File: src/rtl/otter_intr_pkg.sv
// Shared definitions for the OTTER interrupt controller.
// Contents: controller FSM state type, register word offsets inside the
// 16-byte IOBUS window, the CLAIM value reported for a spurious
// acknowledge, and a helper that maps a byte offset to its word slot.
package otter_intr_pkg;

  typedef enum logic [1:0] {
    IDLE    = 2'd0,
    REQ     = 2'd1,
    SERVICE = 2'd2
  } intr_state_t;

  localparam logic [3:0]  OFS_ENABLE  = 4'h0;
  localparam logic [3:0]  OFS_PENDING = 4'h4;
  localparam logic [3:0]  OFS_MODE    = 4'h8;
  localparam logic [3:0]  OFS_CLAIM   = 4'hC;

  // Last byte offset that still counts as a hit on the register window.
  localparam logic [31:0] WINDOW_LAST = 32'h0000_000C;

  localparam logic [31:0] SPURIOUS_ID = 32'hFFFF_FFFF;

  // Byte offsets inside a word select the same register.
  function automatic logic [3:0] word_ofs(input logic [3:0] ofs);
    return {ofs[3:2], 2'b00};
  endfunction

endpackage

File: src/rtl/otter_intr_prio_enc.sv
// Fixed-priority encoder for the interrupt controller.
// Ports:
//   eff   in  NUM_SRC  enabled pending requests
//   valid out 1        at least one bit of eff is set
//   index out IDX_W    position of the lowest set bit of eff (0 when none)
module otter_intr_prio_enc #(
  parameter int NUM_SRC = 8,
  parameter int IDX_W   = (NUM_SRC > 1) ? $clog2(NUM_SRC) : 1
) (
  input  logic [NUM_SRC-1:0] eff,
  output logic               valid,
  output logic [IDX_W-1:0]   index
);

  logic found_s;

  // Scan upward; the first set bit seen locks the index.
  always_comb begin
    found_s = 1'b0;
    index   = {IDX_W{1'b0}};
    for (int i = 0; i < NUM_SRC; i++) begin
      index   = (eff[i] && !found_s) ? IDX_W'(i) : index;
      found_s = found_s | eff[i];
    end
  end

  assign valid = |eff;

endmodule

File: src/rtl/otter_intr_ctrl.sv
// Multi-source interrupt controller between peripheral IRQ lines and the
// OTTER MCU INTR input, with ENABLE / PENDING / MODE / CLAIM registers on
// the IOBUS.
// Ports:
//   CLK, RST       clock; asynchronous active-high reset
//   IRQ_IN         raw asynchronous requests, bit i = source i
//   IOBUS_ADDR     MCU IO address
//   IOBUS_OUT      MCU write data
//   IOBUS_WR       MCU write strobe
//   IOBUS_RD_DATA  register read data (combinational from IOBUS_ADDR)
//   IOBUS_HIT      address falls inside [BASE_ADDR, BASE_ADDR+0xC]
//   INTR           registered request to the MCU, high while in REQ
//   INTR_ACK       MCU trap-taken pulse
module otter_intr_ctrl
  import otter_intr_pkg::*;
#(
  parameter int          NUM_SRC     = 8,
  parameter int          SYNC_STAGES = 2,
  parameter logic [31:0] BASE_ADDR   = 32'h1100_0100
) (
  input  logic               CLK,
  input  logic               RST,
  input  logic [NUM_SRC-1:0] IRQ_IN,
  input  logic [31:0]        IOBUS_ADDR,
  input  logic [31:0]        IOBUS_OUT,
  input  logic               IOBUS_WR,
  output logic [31:0]        IOBUS_RD_DATA,
  output logic               IOBUS_HIT,
  output logic               INTR,
  input  logic               INTR_ACK
);

  localparam int IDX_W = (NUM_SRC > 1) ? $clog2(NUM_SRC) : 1;

  logic [NUM_SRC-1:0] sync_r [SYNC_STAGES];
  logic [NUM_SRC-1:0] prev_r;
  logic [NUM_SRC-1:0] pend_r;
  logic [NUM_SRC-1:0] enable_r;
  logic [NUM_SRC-1:0] mode_r;
  logic [31:0]        claim_r;
  intr_state_t        state_r;
  intr_state_t        state_s;
  logic               intr_r;

  logic [NUM_SRC-1:0] synced_s;
  logic [NUM_SRC-1:0] rise_s;
  logic [NUM_SRC-1:0] pend_view_s;
  logic [NUM_SRC-1:0] eff_s;
  logic [NUM_SRC-1:0] claim_mask_s;
  logic [NUM_SRC-1:0] clr_s;
  logic [NUM_SRC-1:0] pend_next_s;
  logic [NUM_SRC-1:0] mode_next_s;
  logic [NUM_SRC-1:0] enable_next_s;
  logic [NUM_SRC-1:0] wdata_s;
  logic [31:0]        ofs_s;
  logic [3:0]         word_s;
  logic               hit_s;
  logic               wr_enable_s;
  logic               wr_pend_s;
  logic               wr_mode_s;
  logic               eoi_s;
  logic               ack_s;
  logic               prio_valid_s;
  logic [IDX_W-1:0]   prio_idx_s;
  logic [31:0]        rd_s;
  logic               unused_s;

  // Only the low NUM_SRC data bits carry register content.
  assign unused_s = ^IOBUS_OUT;
  assign wdata_s  = IOBUS_OUT[NUM_SRC-1:0];

  // Address decode: the window is 16 bytes, sub-word offsets alias.
  assign ofs_s  = IOBUS_ADDR - BASE_ADDR;
  assign hit_s  = (IOBUS_ADDR >= BASE_ADDR) && (ofs_s <= WINDOW_LAST);
  assign word_s = word_ofs(ofs_s[3:0]);

  assign wr_enable_s = IOBUS_WR && hit_s && (word_s == OFS_ENABLE);
  assign wr_pend_s   = IOBUS_WR && hit_s && (word_s == OFS_PENDING);
  assign wr_mode_s   = IOBUS_WR && hit_s && (word_s == OFS_MODE);
  assign eoi_s       = IOBUS_WR && hit_s && (word_s == OFS_CLAIM) && (state_r == SERVICE);
  assign ack_s       = INTR_ACK && (state_r == REQ);

  // Input path: the last stage of the chain is the synced level; prev_r
  // holds it one cycle later so a 0->1 step marks a rising edge.
  assign synced_s = sync_r[SYNC_STAGES-1];
  assign rise_s   = synced_s & ~prev_r;

  // Edge-mode bits come from the latch, level-mode bits track the line.
  assign pend_view_s = (pend_r & mode_r) | (synced_s & ~mode_r);
  assign eff_s       = pend_view_s & enable_r;

  otter_intr_prio_enc #(
    .NUM_SRC (NUM_SRC),
    .IDX_W   (IDX_W)
  ) u_prio (
    .eff   (eff_s),
    .valid (prio_valid_s),
    .index (prio_idx_s)
  );

  // One-hot of the source being claimed by this acknowledge.
  always_comb begin
    claim_mask_s = {NUM_SRC{1'b0}};
    for (int i = 0; i < NUM_SRC; i++) begin
      claim_mask_s[i] = prio_valid_s && (prio_idx_s == IDX_W'(i));
    end
  end

  assign enable_next_s = wr_enable_s ? wdata_s : enable_r;
  assign mode_next_s   = wr_mode_s ? wdata_s : mode_r;

  // A new edge beats any clear in the same cycle; masking with the next
  // MODE drops latched edges on bits that become level-sensitive.
  assign clr_s       = (wr_pend_s ? wdata_s : {NUM_SRC{1'b0}})
                     | (ack_s ? claim_mask_s : {NUM_SRC{1'b0}});
  assign pend_next_s = ((pend_r & ~clr_s) | rise_s) & mode_next_s;

  // Next-state logic for the request/service handshake.
  always_comb begin
    state_s = state_r;
    case (state_r)
      IDLE: begin
        if (|eff_s) state_s = REQ;
        else        state_s = IDLE;
      end
      REQ: begin
        if (INTR_ACK)    state_s = SERVICE;
        else if (!(|eff_s)) state_s = IDLE;
        else             state_s = REQ;
      end
      SERVICE: begin
        if (eoi_s) state_s = IDLE;
        else       state_s = SERVICE;
      end
      default: state_s = IDLE;
    endcase
  end

  // Register read mux; unused upper bits read zero.
  always_comb begin
    rd_s = 32'h0000_0000;
    if (hit_s) begin
      case (word_s)
        OFS_ENABLE:  rd_s[NUM_SRC-1:0] = enable_r;
        OFS_PENDING: rd_s[NUM_SRC-1:0] = pend_view_s;
        OFS_MODE:    rd_s[NUM_SRC-1:0] = mode_r;
        OFS_CLAIM:   rd_s = claim_r;
        default:     rd_s = 32'h0000_0000;
      endcase
    end else begin
      rd_s = 32'h0000_0000;
    end
  end

  // IRQ synchroniser chain.
  always_ff @(posedge CLK or posedge RST) begin
    if (RST) begin
      for (int i = 0; i < SYNC_STAGES; i++) sync_r[i] <= {NUM_SRC{1'b0}};
    end else begin
      sync_r[0] <= IRQ_IN;
      for (int i = 1; i < SYNC_STAGES; i++) sync_r[i] <= sync_r[i-1];
    end
  end

  // Control/status registers, FSM state and the INTR output flop.
  always_ff @(posedge CLK or posedge RST) begin
    if (RST) begin
      prev_r   <= {NUM_SRC{1'b0}};
      pend_r   <= {NUM_SRC{1'b0}};
      enable_r <= {NUM_SRC{1'b0}};
      mode_r   <= {NUM_SRC{1'b0}};
      claim_r  <= SPURIOUS_ID;
      state_r  <= IDLE;
      intr_r   <= 1'b0;
    end else begin
      prev_r   <= synced_s;
      pend_r   <= pend_next_s;
      enable_r <= enable_next_s;
      mode_r   <= mode_next_s;
      state_r  <= state_s;
      intr_r   <= (state_s == REQ);
      if (ack_s) begin
        claim_r <= prio_valid_s ? {{(32-IDX_W){1'b0}}, prio_idx_s} : SPURIOUS_ID;
      end
    end
  end

  assign INTR          = intr_r;
  assign IOBUS_RD_DATA = rd_s;
  assign IOBUS_HIT     = hit_s;

endmodule

File: config.mk
export PLATFORM = sky130hd
export DESIGN_NAME = otter_intr_ctrl
export DESIGN_NICKNAME = d
export VERILOG_FILES = /design/src/rtl/otter_intr_pkg.sv /design/src/rtl/otter_intr_prio_enc.sv /design/src/rtl/otter_intr_ctrl.sv
export SDC_FILE = /design/constraint.sdc
export NUM_CORES = 1
export LEC_CHECK = 0
export ABC_AREA = 1
export CAP_MARGIN = 20
export CORE_MARGIN = 3
export CORE_UTILIZATION = 47
export CTS_BUF_LIST = sky130_fd_sc_hd__clkbuf_16
export DETAILED_ROUTE_END_ITERATION = 8
export PLACE_DENSITY = 0.81
export SLEW_MARGIN = 5
export SYNTH_ARGS = -nofsm -noshare
export SYNTH_HDL_FRONTEND = slang
export SYNTH_SLANG_ARGS = --single-unit
File: constraint.sdc
create_clock -name CLK -period 4.2 [get_ports CLK]
set_input_delay 0.84 -clock CLK [delete_from_list [all_inputs] [get_ports CLK]]
set_output_delay 0.84 -clock CLK [all_outputs]
set_load 0.05 [all_outputs]
Yosys cells after proc, flatten, opt, wreduce, memory -nomap -nowiden:

Index checks and enable logic that the tools add are counted.

* shift-type cells: 0
* order comparisons: 2
* reduce and logical (&&, ||, !) cells: 34
* bitwise operators: 18
* muxes and demuxes: 18
* equality and inequality tests: 13
* $mul: 0
* add/subtract/negate cells: 1
* div/mod/pow operators: 0

Operators with widths (number)
* 32-bit 2-to-1 mux: 2
* 8-bit bitwise AND: 6
* 32-bit by 29-bit greater-or-equal comparator with 1-bit output (second input constant): 1
* 32-bit by 4-bit <= comparator with 1-bit output (second input constant): 1
* 8-bit one-hot mux with 4 select lines: 1
* 32-bit by 29-bit subtractor with 32-bit output (second input constant): 1
* 24-bit 2-to-1 mux: 1
* 8-bit 2-to-1 mux: 3
* 8-bit NOT: 3
* 8-bit OR: 3
* 1-bit logical AND: 23
* 3-bit 2-to-1 mux: 6
* 3-bit == test (second input constant): 4
* 8-bit OR reduction: 1
* 1-bit zero test: 7
* 2-bit by 1-bit == test with 1-bit output (second input constant): 3
* 2-bit == test (second input constant): 3
* 3-bit by 2-bit == test with 1-bit output (second input constant): 2
* 1-bit OR: 6
* 2-bit one-hot mux with 3 select lines: 1
* 4-bit zero test: 1
* 2-bit 2-to-1 mux: 2
* 3-bit by 1-bit == test with 1-bit output (second input constant): 1
* 3-bit zero test: 1
* 2 further kinds: 3

* bits in writable memories: 0
* word-level logic and storage cells: 95
* memories kept: 0
* output and inout port bits: 34
* input bits: 76
* memory bits (read-only): 0
* bits in registers: 83
* bits in latches: 0

Longest topological paths before layout:

* depth after elaboration: 21
* depth in mapped cells: 17
* mapped depth without buffers: 16

Hierarchy:

From an unflattened synthesis, not the netlist that was laid out.

* cell total of the unflattened synthesis: 470
* area, all modules: 3509.6 sq um

By module, submodules not included
* otter_intr_ctrl: cells an instance 448, times used 1, sequential area each 1381.3 sq um, area each 3402.0 sq um
* otter_intr_prio_enc: cells an instance 22, times used 1, sequential area each 0.0 sq um, area each 107.6 sq um

Worst setup path after synthesis:

OpenSTA, ideal clock, no wires.

* kind: in2out
* start: in IOBUS_ADDR[10]
* end: out IOBUS_RD_DATA[10]
* stages: 14
* setup slack: -0.386 ns
* data required time: 3.360 ns
* arrival: 3.746 ns
* buffers on the path: 1
* cell sequence: nor2_1 nand2_2 nor2_4 nand3_2 nand2_1 nand2_1 nand2_1 nand2_1 nor2_1 nand3_1 nor2_1 nand2_1 nor2_1 buf_4

* word-level cells in the longest chain between the ends: 4
* elaborated cells between the ends (all ways): 5
* those cells by class: 1 x add/sub; 2 x order compare; 1 x mux; 1 x reduce/logical

Ends and longest elaborated chain
* start, declared: line otter_intr_ctrl.sv:24 `input logic [31:0] IOBUS_ADDR,`
* 32-bit by 29-bit subtractor with 32-bit output: line otter_intr_ctrl.sv:73 `assign ofs_s = IOBUS_ADDR - BASE_ADDR;`
* 32-bit by 4-bit <= comparator with 1-bit output: line otter_intr_ctrl.sv:74 `assign hit_s = (IOBUS_ADDR >= BASE_ADDR) && (ofs_s <= WINDOW_LAST);`
* 1-bit logical AND (*): line otter_intr_ctrl.sv:74
* 32-bit 2-to-1 mux (*): line otter_intr_ctrl.sv:142 `if (hit_s) begin`
* end, declared: line otter_intr_ctrl.sv:27 `output logic [31:0] IOBUS_RD_DATA,`

Every way passes the cells marked *; elsewhere a longest branch is shown, timed or not.

Worst setup path in the final report:

* start: in IOBUS_ADDR[15]
* end: out IOBUS_RD_DATA[11]

Same word-level chain as after synthesis.

==> results_dict.tcl <==
set metrics [dict create \
    yosys.area_share.simple 0.346 \
    r2r_end "claim_r[0]$_DFFE_PP1P_" \
    ios 110 \
    r2r_cells 9 \
    vias 3487 \
    synth_top_family_by_area "simple AND/OR/NAND/NOR gates" \
    synthXorXnorAreaFrac 0.00501 \
    antenna_found_initial 0 \
    wire_per_inst_um 13.6 \
    die_x_um 92.3 \
    crit_fanout 6 \
    first_iter_violations 233 \
    yosysSeqAreaShare 0.395 \
    power_mw 1.11 \
    via_per_inst 5.23 \
    tightestPinTransition_ns 0.668 \
    numPortBuffers 85 \
    yosysTopAreaCellShare 0.365 \
    endpoint_kind "output pin" \
    yosys_warnings 0 \
    crit_slowest_cell "clkdlybuf4s50_1" \
    endpoint "IOBUS_RD_DATA[11]" \
    diodes 0 \
    mostFrequentLayoutCells "nand2_1 (128), inv_1 (80), dfrtp_1 (51)" \
    synthArstFlopShare 1.00 \
    rrSetupSlack_ns 2.01 \
    p_per_area_mw_per_mm2 222 \
    synth_flop_cell "dfrtp_1" \
    arrival_ns 3.27 \
    cp.required_ns 3.36 \
    layout_min_cycle_time_ns 4.11 \
    h-tree-depth 2 \
    synth_area_per_cell_sq_um 7.08 \
    drive_gt1_frac 0.180 \
    nets 646 \
    place_inst 653 \
    cts_tree "yes" \
    synthesis.nets 570 \
    start_util 0.499 \
    rr_startpoint "mode_r[4]$_DFF_PP0_" \
    drt_wl_total_mm 9.07 \
    timing.slew.headroom 0.553 \
    overflow 0 \
    slowest_delay_ns 0.48 \
    path_buf_inv 3 \
    drv_slew 0 \
    dp_hpwl_mm 6.77 \
    area.growth.synth_to_final_pct 42.4 \
    synth-adder-area-share 0 \
    crit_cells 14 \
    ir_drop_uv 261 \
    grt_pass1_wl_mm 14.5 \
    netlist_instances 494 \
    dieArea_sq_mm 0.00852 \
    rows 30 \
    layout.cells.most_common "nand2_1" \
    finalClockSkew_ns 0.00753 \
    core_area_sq_mm 0.00702 \
    synth_top_area_cell "dfrtp_1" \
    grt_pass1_vias 3297 \
    cap_violations 0 \
    path_common_cell "nand2_1" \
    placed_area_sq_mm 0.00467 \
    cts_root_buf "clkbuf_16" \
    cts.sinks 55 \
    ys_ff_latch 55 \
    path_cells "clkdlybuf4s50_1, nor2_2, nand2_1, nor2_4, nand3_4, nand2_1, nand2_1, o21ai_0, nand3_1, nor2_1, nand2_2, nor2_4, clkbuf_16, buf_12" \
    finalHoldViolCount 0 \
    hold_class "flop to flop" \
    cts_buffers 5 \
    ys_types 35 \
    ant_nets 0 \
    setup_viol 0 \
    clk_latency_ns 0.29 \
    crit_type "primary input to output pin" \
    crit_start "IOBUS_ADDR[15]" \
    status "complete, no violations" \
    cts.path.max_buffers 2 \
    layout.cells.non_filler 667 \
    critPathLaunchType "primary input" \
    fmax_ghz 0.243 \
    first_pass_iters 4 \
    synth-compound-area-share 0.0990 \
    p_leak_nw 2.38 \
    clk_pin_slew_ns 0.07 \
    grt_use_total 0.207 \
    final_cell_area_sq_mm 0.00498 \
    synth_area_sq_mm 0.00350 \
    cpLargestDelayFamily "simple AND/OR/NAND/NOR gates" \
    synth_mux_area_frac 0.00286 \
    globalplace.congestion 0.932 \
    synth-edff-count 0 \
    period_share 0.978 \
    grt_max_degree 56 \
    drc 0 \
    synth.area.top_cells "dfrtp_1 (36%), nand2_1 (14%), inv_1 (8.7%), nor2_1 (6.2%), buf_4 (4.9%)" \
    dieHeight_um 92.3 \
]
-- stage by stage --
step | setup slack, ns | setup TNS [ns] | util | hold WS, ns
after global placement | 0.0687 | 0 | 0.665 | 0.332
after floorplan | 0.162 | 0 | - | 0.331
after detailed placement | 0.0631 | 0 | 0.665 | 0.336
after CTS | 0.0371 | 0 | 0.685 | 0.351
final | 0.0923 | 0 | 0.710 | 0.348
after global routing | -0.0583 | -0.966 | 0.710 | 0.358
-- how the worst min path moves through the flow --
stage / from / endpoint / slack (ns) / cells past startpoint
floorplan: sync_r[8]$_DFF_PP0_ / synced_s[0]$_DFF_PP0_ / 0.33 / 0
global placement: sync_r[11]$_DFF_PP0_ / synced_s[3]$_DFF_PP0_ / 0.33 / 0
detailed placement: sync_r[12]$_DFF_PP0_ / synced_s[4]$_DFF_PP0_ / 0.34 / 0
CTS: sync_r[12]$_DFF_PP0_ / synced_s[4]$_DFF_PP0_ / 0.35 / 0
global route: sync_r[14]$_DFF_PP0_ / synced_s[6]$_DFF_PP0_ / 0.36 / 0
finish: sync_r[12]$_DFF_PP0_ / synced_s[4]$_DFF_PP0_ / 0.35 / 0
-- routing by layer --
metal  track usage  up-vias  part of all wire
met5             0        -                 0
met4        0.0990        0             0.040
met3        0.0382       41             0.061
met2         0.361      152              0.49
met1         0.246     1597              0.40
li1              -     1697                 -
-- final cells by class --
type | instances | area [sq um]
repair buffers | 99 | 1360
inverters | 86 | 323
flip-flops and latches | 55 | 1380
clock buffers | 5 | 125
multi-input cells | 323 | 1660
fillers | 537 | 2040
clock inverters | 3 | 15.0
well taps | 96 | 120
-- synth_stat cells, types with 4 or more instances --
cell type / count
a221oi_1: 5
nor2_2: 5
clkbuf_1: 4
dfrtp_1: 51
nor3_1: 8
a21oi_1: 16
dfstp_2: 4
inv_1: 81
nand3_1: 17
nor2_1: 58
o21a_1: 8
nor2_4: 5
nand2_1: 131
buf_4: 23
inv_2: 5
o21ai_0: 22
nand4_1: 23
-- state kept, by name, indices dropped and copies added, names as in the netlist --
register / count
prev_r: 8
INTR: 1
sync_r: 8
enable_r: 8
synced_s: 8
claim_r: 4
mode_r: 8
pend_r: 8
state_r: 2
-- cell families (layout without fill, tap and decap cells) --
kind of cell,count (synthesis),after routing
buffers and inverters,116,193
DFF,55,55
and+or+nand+nor,261,261
xor gates and xnor gates,2,2
AOI/OAI and AO/OA,59,59
muxes,1,1
-- where the power goes --
| group | switching [mW] | internal (mW) |
|---|---|---|
| clock network | 0.176 | 0.217 |
| registers | 0.00610 | 0.545 |
| logic | 0.0901 | 0.0728 |
| total | 0.272 | 0.835 |
-- timing repair --
action                                 CTS  global route
endpoints found under the hold margin    0             0
buffers inserted                         0             2
hold buffers                             0             0
setup endpoints to repair                0            31
gates resized for setup                  0            29
Power figures use the tool's default switching activity.
